[config.mk]
export PLATFORM = sky130hd
export DESIGN_NAME = serial_frame_deserializer
export DESIGN_NICKNAME = d
export VERILOG_FILES = /design/src/rtl/serial_frame_deserializer.sv
export SDC_FILE = /design/constraint.sdc
export NUM_CORES = 1
export LEC_CHECK = 0
export ABC_AREA = 1
export CAP_MARGIN = 20
export CELL_PAD_IN_SITES_DETAIL_PLACEMENT = 0
export CELL_PAD_IN_SITES_GLOBAL_PLACEMENT = 1
export CORE_MARGIN = 8
export CORE_UTILIZATION = 30
export CTS_CLUSTER_DIAMETER = 100
export DETAILED_ROUTE_END_ITERATION = 7
export HOLD_SLACK_MARGIN = 0.05
export PLACE_DENSITY_LB_ADDON = 0.2
export SYNTH_ARGS = -nofsm -noshare
export SYNTH_HDL_FRONTEND = slang
export SYNTH_SLANG_ARGS = --single-unit
[constraint.sdc]
create_clock -name clk -period 2.5 [get_ports clk]
set_input_delay 0.5 -clock clk [delete_from_list [all_inputs] [get_ports clk]]
set_output_delay 0.5 -clock clk [all_outputs]
set_load 0.02 [all_outputs]
[src/rtl/serial_frame_deserializer.sv]
// Serial frame deserializer: hunts for SYNC_PAT, then collects a DATA_W-bit word MSB-first into a one-entry valid/ready buffer.
// Optional feature macro PARITY_EN adds an even-parity bit after the payload.
module serial_frame_deserializer #(
    parameter logic [3:0] SYNC_PAT = 4'b1011,
    parameter int         DATA_W   = 8
) (
    input  logic              clk,
    input  logic              rst,
    input  logic              sin,
    output logic [DATA_W-1:0] data,
    output logic              data_valid,
    input  logic              data_ready,
    output logic              locked,
    output logic              overrun,
    output logic              parity_err,
    output logic [7:0]        frame_cnt
);

    localparam int               CNT_W    = $clog2(DATA_W);
    localparam logic [CNT_W-1:0] LAST_BIT = CNT_W'(DATA_W - 1);

    typedef enum logic [1:0] {
        S_HUNT,
        S_DATA
`ifdef PARITY_EN
        , S_PARITY
`endif
    } state_e;

    state_e              state_q, state_d;
    logic [2:0]          window_q, window_d;
    logic [CNT_W-1:0]    cnt_q, cnt_d;
    logic [DATA_W-1:0]   word_q, word_d;
    logic [DATA_W-1:0]   data_q, data_d;
    logic                data_valid_q, data_valid_d;
    logic                overrun_q, overrun_d;
    logic [7:0]          frame_cnt_q, frame_cnt_d;
    logic                complete;
    logic                accept;
`ifdef PARITY_EN
    logic                parity_fail;
    logic                parity_err_q, parity_err_d;
`endif

    // NOTE: every variable gets a default first so no path through the case infers a latch.
    always_comb begin
        state_d  = state_q;
        window_d = window_q;
        cnt_d    = cnt_q;
        word_d   = word_q;
        complete = 1'b0;
`ifdef PARITY_EN
        parity_fail = 1'b0;
`endif
        case (state_q)
            S_HUNT: begin
                window_d = {window_q[1:0], sin};
                // Window is cleared on leaving HUNT, so payload bits can never complete a sync.
                if ({window_q, sin} == SYNC_PAT) begin
                    state_d  = S_DATA;
                    cnt_d    = '0;
                    window_d = '0;
                end
            end
            S_DATA: begin
                word_d = {word_q[DATA_W-2:0], sin};
                cnt_d  = cnt_q + 1'b1;
                if (cnt_q == LAST_BIT) begin
                    cnt_d = '0;
`ifdef PARITY_EN
                    state_d = S_PARITY;
`else
                    state_d  = S_HUNT;
                    complete = 1'b1;
`endif
                end
            end
`ifdef PARITY_EN
            S_PARITY: begin
                state_d = S_HUNT;
                if (^{word_q, sin}) parity_fail = 1'b1;
                else                complete    = 1'b1;
            end
`endif
            default: state_d = S_HUNT;
        endcase
    end

    // Completion while the buffer is held loses the new frame, not the unconsumed one.
    always_comb begin
        accept       = !data_valid_q || data_ready;
        data_d       = data_q;
        data_valid_d = data_valid_q;
        overrun_d    = 1'b0;
        frame_cnt_d  = frame_cnt_q;
`ifdef PARITY_EN
        parity_err_d = parity_fail;
`endif
        if (complete) begin
            if (accept) begin
                data_d       = word_d;
                data_valid_d = 1'b1;
                frame_cnt_d  = frame_cnt_q + 8'd1;
            end else begin
                overrun_d = 1'b1;
            end
        end else if (data_valid_q && data_ready) begin
            data_valid_d = 1'b0;
        end
    end

    // NOTE: sequential state uses non-blocking assignments so all registers update from pre-edge values.
    always_ff @(posedge clk) begin
        if (!rst) begin
            state_q      <= S_HUNT;
            window_q     <= '0;
            cnt_q        <= '0;
            word_q       <= '0;
            data_q       <= '0;
            data_valid_q <= 1'b0;
            overrun_q    <= 1'b0;
            frame_cnt_q  <= '0;
`ifdef PARITY_EN
            parity_err_q <= 1'b0;
`endif
        end else begin
            state_q      <= state_d;
            window_q     <= window_d;
            cnt_q        <= cnt_d;
            word_q       <= word_d;
            data_q       <= data_d;
            data_valid_q <= data_valid_d;
            overrun_q    <= overrun_d;
            frame_cnt_q  <= frame_cnt_d;
`ifdef PARITY_EN
            parity_err_q <= parity_err_d;
`endif
        end
    end

    assign data       = data_q;
    assign data_valid = data_valid_q;
    assign locked     = (state_q != S_HUNT);
    assign overrun    = overrun_q;
    assign frame_cnt  = frame_cnt_q;
`ifdef PARITY_EN
    assign parity_err = parity_err_q;
`else
    assign parity_err = 1'b0;
`endif

endmodule

After elaboration in Yosys (flattened, before gate mapping)
Cells that the tools add are included.
{"block": "word_totals", "reg_bits": 34, "input_bits": 4, "out_inout_bits": 20, "word_cells": 42}
{"block": "classes", "n_addsub": 2, "n_eq_ne": 6, "muxes": 14, "n_reduce_logical": 12}
{"cell": "2-bit AND reduction", "count": 5}
{"cell": "3-bit two-way mux", "count": 3}
{"cell": "8-bit by 1-bit adder with 8-bit output (second input constant)", "count": 1}
{"cell": "8-bit two-way mux", "count": 1}
{"cell": "1-bit two-way mux", "count": 6}
{"cell": "3-bit case mux with 2 select lines", "count": 1}
{"cell": "2-bit nonzero test", "count": 3}
{"cell": "4-bit equality test (second input constant)", "count": 1}
{"cell": "2-bit two-way mux", "count": 2}
{"cell": "2-bit inequality test (second input constant)", "count": 2}
{"cell": "2-bit case mux with 2 select lines", "count": 1}
{"cell": "3-bit by 1-bit adder with 3-bit output (second input constant)", "count": 1}
{"cell": "3-bit equality test (second input constant)", "count": 1}
{"cell": "2-bit by 1-bit equality test with 1-bit output (second input constant)", "count": 1}
{"cell": "2-bit zero test", "count": 1}
{"cell": "2-bit by 1-bit inequality test with 1-bit output (second input constant)", "count": 1}
{"cell": "1-bit logical AND", "count": 1}
{"cell": "1-bit zero test", "count": 1}
{"cell": "1-bit logical OR", "count": 1}

Depth between registers and ports, before layout
{"block": "logic_depth", "ltp_word": 5, "ltp_mapped": 9, "depth_no_buf": 9}

Worst setup path after synthesis
OpenSTA, ideal clock, no wires.
{"block": "synth_timing", "kind": "reg2reg", "start": "register cnt_q[0]", "end": "register data_q[5], in the netlist data[5]", "setup_time_ns": 0.071, "arrival_ns": 1.250, "t_required_ns": 2.429, "slack_ns": 1.180, "stages_incl_launch_ff": 9, "n_path_buf": 1, "synth_period_minus_slack_ns": 1.320, "cell_sequence": "dfxtp_1 ha_1 ha_1 nand2_2 inv_2 nand2_2 buf_4 nand2_1 a21oi_1"}
{"block": "synth_via", "elab_chain_len": 4}
{"element": "start: declaration", "line": "32", "source": "logic [CNT_W-1:0] cnt_q, cnt_d;"}
{"element": "start signal: assignment", "line": "129", "source": "cnt_q <= cnt_d;"}
{"element": "3-bit equality test", "line": "68", "source": "if (cnt_q == LAST_BIT) begin"}
{"element": "1-bit two-way mux", "line": "68"}
{"element": "1-bit two-way mux", "line": "55", "source": "case (state_q)"}
{"element": "2-bit AND reduction (no line)"}
{"element": "end signal: assignment", "line": "131", "source": "data_q <= data_d;"}
{"element": "end: declaration", "line": "34", "source": "logic [DATA_W-1:0] data_q, data_d;"}
Every way passes these cells.
A chain may end at the register's enable or synchronous reset.

Final worst setup path
{"block": "layout_timing", "start": "register frame_cnt_q[3], in the netlist frame_cnt[3]", "end": "output frame_cnt[3]"}
{"element": "start: declaration", "line": "37", "source": "logic [7:0] frame_cnt_q, frame_cnt_d;"}
{"element": "start signal: assignment", "line": "134", "source": "frame_cnt_q <= frame_cnt_d;"}
{"element": "end: declaration", "line": "16", "source": "output logic [7:0] frame_cnt"}
No word-level cell between the ends.

==> flow_summary.toml <==
[power]
internal_power_uw = 731
ir_drop_mv = 0.255
seqPwrFrac = 0.567
switching_power_uw = 203
p_sw_frac = 0.217
power_leakage_uw = 0.000624
p_per_area_mw_per_mm2 = 550
power_frac_clock = 0.405
pwr-share-comb = 0.028

[worst_setup_path]
path_depth = 1
reg2reg_to = "frame_cnt[3]$_SDFFE_PN0P_"
critPathMaxStageDelay_ps = 650
worstSetupPathType = "reg -> out"
endpoint_kind = "output pin"
timing.rr.start = "cnt_q[0]$_SDFFE_PN0P_"
critPathLaunchType = "register"
crit_fanout = 7
cp_num_buf_inv = 1
worst_path_max_delay_cell = "clkdlybuf4s50_1"
worstPathRequired_ps = 2000
r2r_setup_slack_ps = 950
cp.arrival_ps = 1370
worstPathCellList = "clkdlybuf4s50_1"
critPathTopFamily = "buffers and inverters"
r2r_cells = 9

[sta]
slew_violations = 0
finalClockSkew_ps = 4.87
layout_min_cycle_time_ps = 1870
rsz0062_at_grt = "false"
setup_violations = 0
hold_viol_final = 0
min_period_over_period = 0.747
tns_ps = 0
fmax_mhz = 536

[drt]
viasPerCell = 4.52
drtIter0Drc = 54
drc_errors = 0
dr_total_vias = 1180
dr.pass1.iters = 4
wl_um = 3060
wire_per_inst_um = 11.7
ant_nets = 0

[die]
die_h_um = 83.1
core-area_mm2 = 0.00435
die_area_mm2 = 0.00690
die_x_um = 83.1
start_util = 0.310
io_pins = 24
core.rowCount = 24

[global_routing]
grt_usage = 0.0942
grt_first_pass_wirelength_um = 5380
grt_antenna_before_repair = 0
grt_overflow = 0
grt_max_degree = 19
grt_pass1_vias = 1188

[synthesis]
synth.cell_area_mm2 = 0.00135
seq_area_frac_synth = 0.489
ys_ff_latch = 33
synth_xor_area_frac = 0
syn_inst = 183
muxShareOfSynthArea = 0
synthAdderAreaFrac = 0.0278
synth-simple-area-share = 0.257
synth_cell_types = 20
synth_compound_area_frac = 0.125
synth-warning-count = 0
async_flop_share = 0
synth-edff-count = 0
synth.avg_cell_area_um2 = 7.38
synth_top_family_by_area = "simple AND/OR/NAND/NOR gates"
synth_nets = 190
ys.flop_type = "dfxtp_1"

[worst_hold_path]
min_path_cells = 2
min-delay-start = "data[4]$_SDFFE_PN0P_"
hp-class = "reg -> reg"
hold_end = "data[4]$_SDFFE_PN0P_"

[clock_tree]
cts_sinks = 33
post_cts_buffers = 0
post_cts_resized = 0
cts_tree = "done"
htree_levels = 2
ctsLongestPathBuffers = 2
cts_buffers = 5
cts_hold_buf = 0
ctsRootBufferMaster = "clkbuf_8"
clk_latency_ps = 280
clk_pin_slew_ps = 70

[placed_design]
portBuffers = 22
hpwl_um = 2170
post-place-cells = 253
place.gp.congestion = 0.696

[outcome]
status = "completed"

[finish]
multi_input_area_um2 = 557
layout.nets = 215
insertedDiodeCount = 0
layoutNonFillerInstCount = 261
fill_cells = 453
area_delta_synth_final_pct = 25.8
layout-drive-gt1-share = 0.0861
seq_area_um2 = 661

[job]
maxCapViolations = 0
-- cell type report --
cell class              instances  share of cell area
repair buffers                 26               0.147
well taps                      52              0.0383
multi-input cells             120               0.328
clock buffers                   6              0.0427
inverters                      22              0.0486
clock inverters                 2             0.00590
flip-flops and latches         33               0.389
-- per-layer routing --
layer	wire length, um	share of wire	track usage
met1	1400	0.46	0.0965
met2	1430	0.47	0.156
met3	172	0.056	0.0469
met4	57	0.019	0.0463
met5	0	0	0
-- through the flow --
step                setup slack [ps]  hold slack (ps)  power [uW]  utilization  cell area [um2]
global route                     569              492         982        0.390             1700
global placement                 688              446         567        0.371             1620
CTS                              618              469         956        0.390             1700
floorplan                       1180              433         558            -             1350
finish                           633              465         934        0.390             1700
detailed placement               659              459         568        0.371             1620
-- logic make-up (layout without fill, tap and decap cells) --
logic type,count (synthesis),after routing
simple gates,83,83
other cells,1,1
fa+ha+maj,3,3
flops,33,33
buf+inv,30,56
compound gates,33,33
-- how the worst max path moves through the flow --
stage	from	end	slack (ps)
3_3_place_gp	data_ready	frame_cnt[3]$_SDFFE_PN0P_	690
4_1_cts	frame_cnt[3]$_SDFFE_PN0P_	frame_cnt[3]	620
5_1_grt	frame_cnt[3]$_SDFFE_PN0P_	frame_cnt[3]	570
2_1_floorplan	cnt_q[0]$_SDFFE_PN0P_	data[5]$_SDFFE_PN0P_	1180
3_5_place_dp	data_ready	frame_cnt[3]$_SDFFE_PN0P_	660
6_report	frame_cnt[3]$_SDFFE_PN0P_	frame_cnt[3]	630
-- synthesized netlist by cell type, types with 2 or more instances --
| cell | instances | share of area |
|---|---|---|
| nand3_1 | 6 | 0.022 |
| nand2_1 | 44 | 0.12 |
| buf_4 | 3 | 0.017 |
| nor2_2 | 2 | 0.0093 |
| a21oi_1 | 19 | 0.070 |
| nand2_2 | 2 | 0.0093 |
| nand4_1 | 4 | 0.019 |
| inv_1 | 21 | 0.058 |
| dfxtp_1 | 33 | 0.49 |
| nor2_1 | 23 | 0.064 |
| clkbuf_1 | 3 | 0.0083 |
| o21ai_0 | 13 | 0.048 |
| ha_1 | 3 | 0.028 |
-- state kept, by name, indices dropped and copies added, names as in the netlist --
signal      count
word_q          8
state_q         1
window_q        3
overrun         1
data            8
data_valid      1
frame_cnt       8
cnt_q           3
-- power groups by stage --
stage               Sequential (uW)  Clock (uW)  Combinational, uW
floorplan                       541           0               16.3
global placement                541           0               25.8
detailed placement              541           0               26.3
CTS                             529         400               26.4
global route                    529         423               28.9
finish                          530         378               26.0
-- layout by cell type, fill, tap and decap left out --
master,instances
nor2_1,23
nor3_1,1
nand2_1,44
a21oi_1,19
nor2_2,2
inv_2,1
dfxtp_1,33
nand2_2,2
nor3_2,1
clkbuf_1,1
buf_4,4
ha_1,3
conb_1,1
inv_1,21
clkbuf_8,5
clkinv_2,2
a21oi_2,1
nand3_1,6
o21ai_0,13
nand4_1,4
clkdlybuf4s50_1,22
Note: power is estimated with default switching activity, not from simulation.
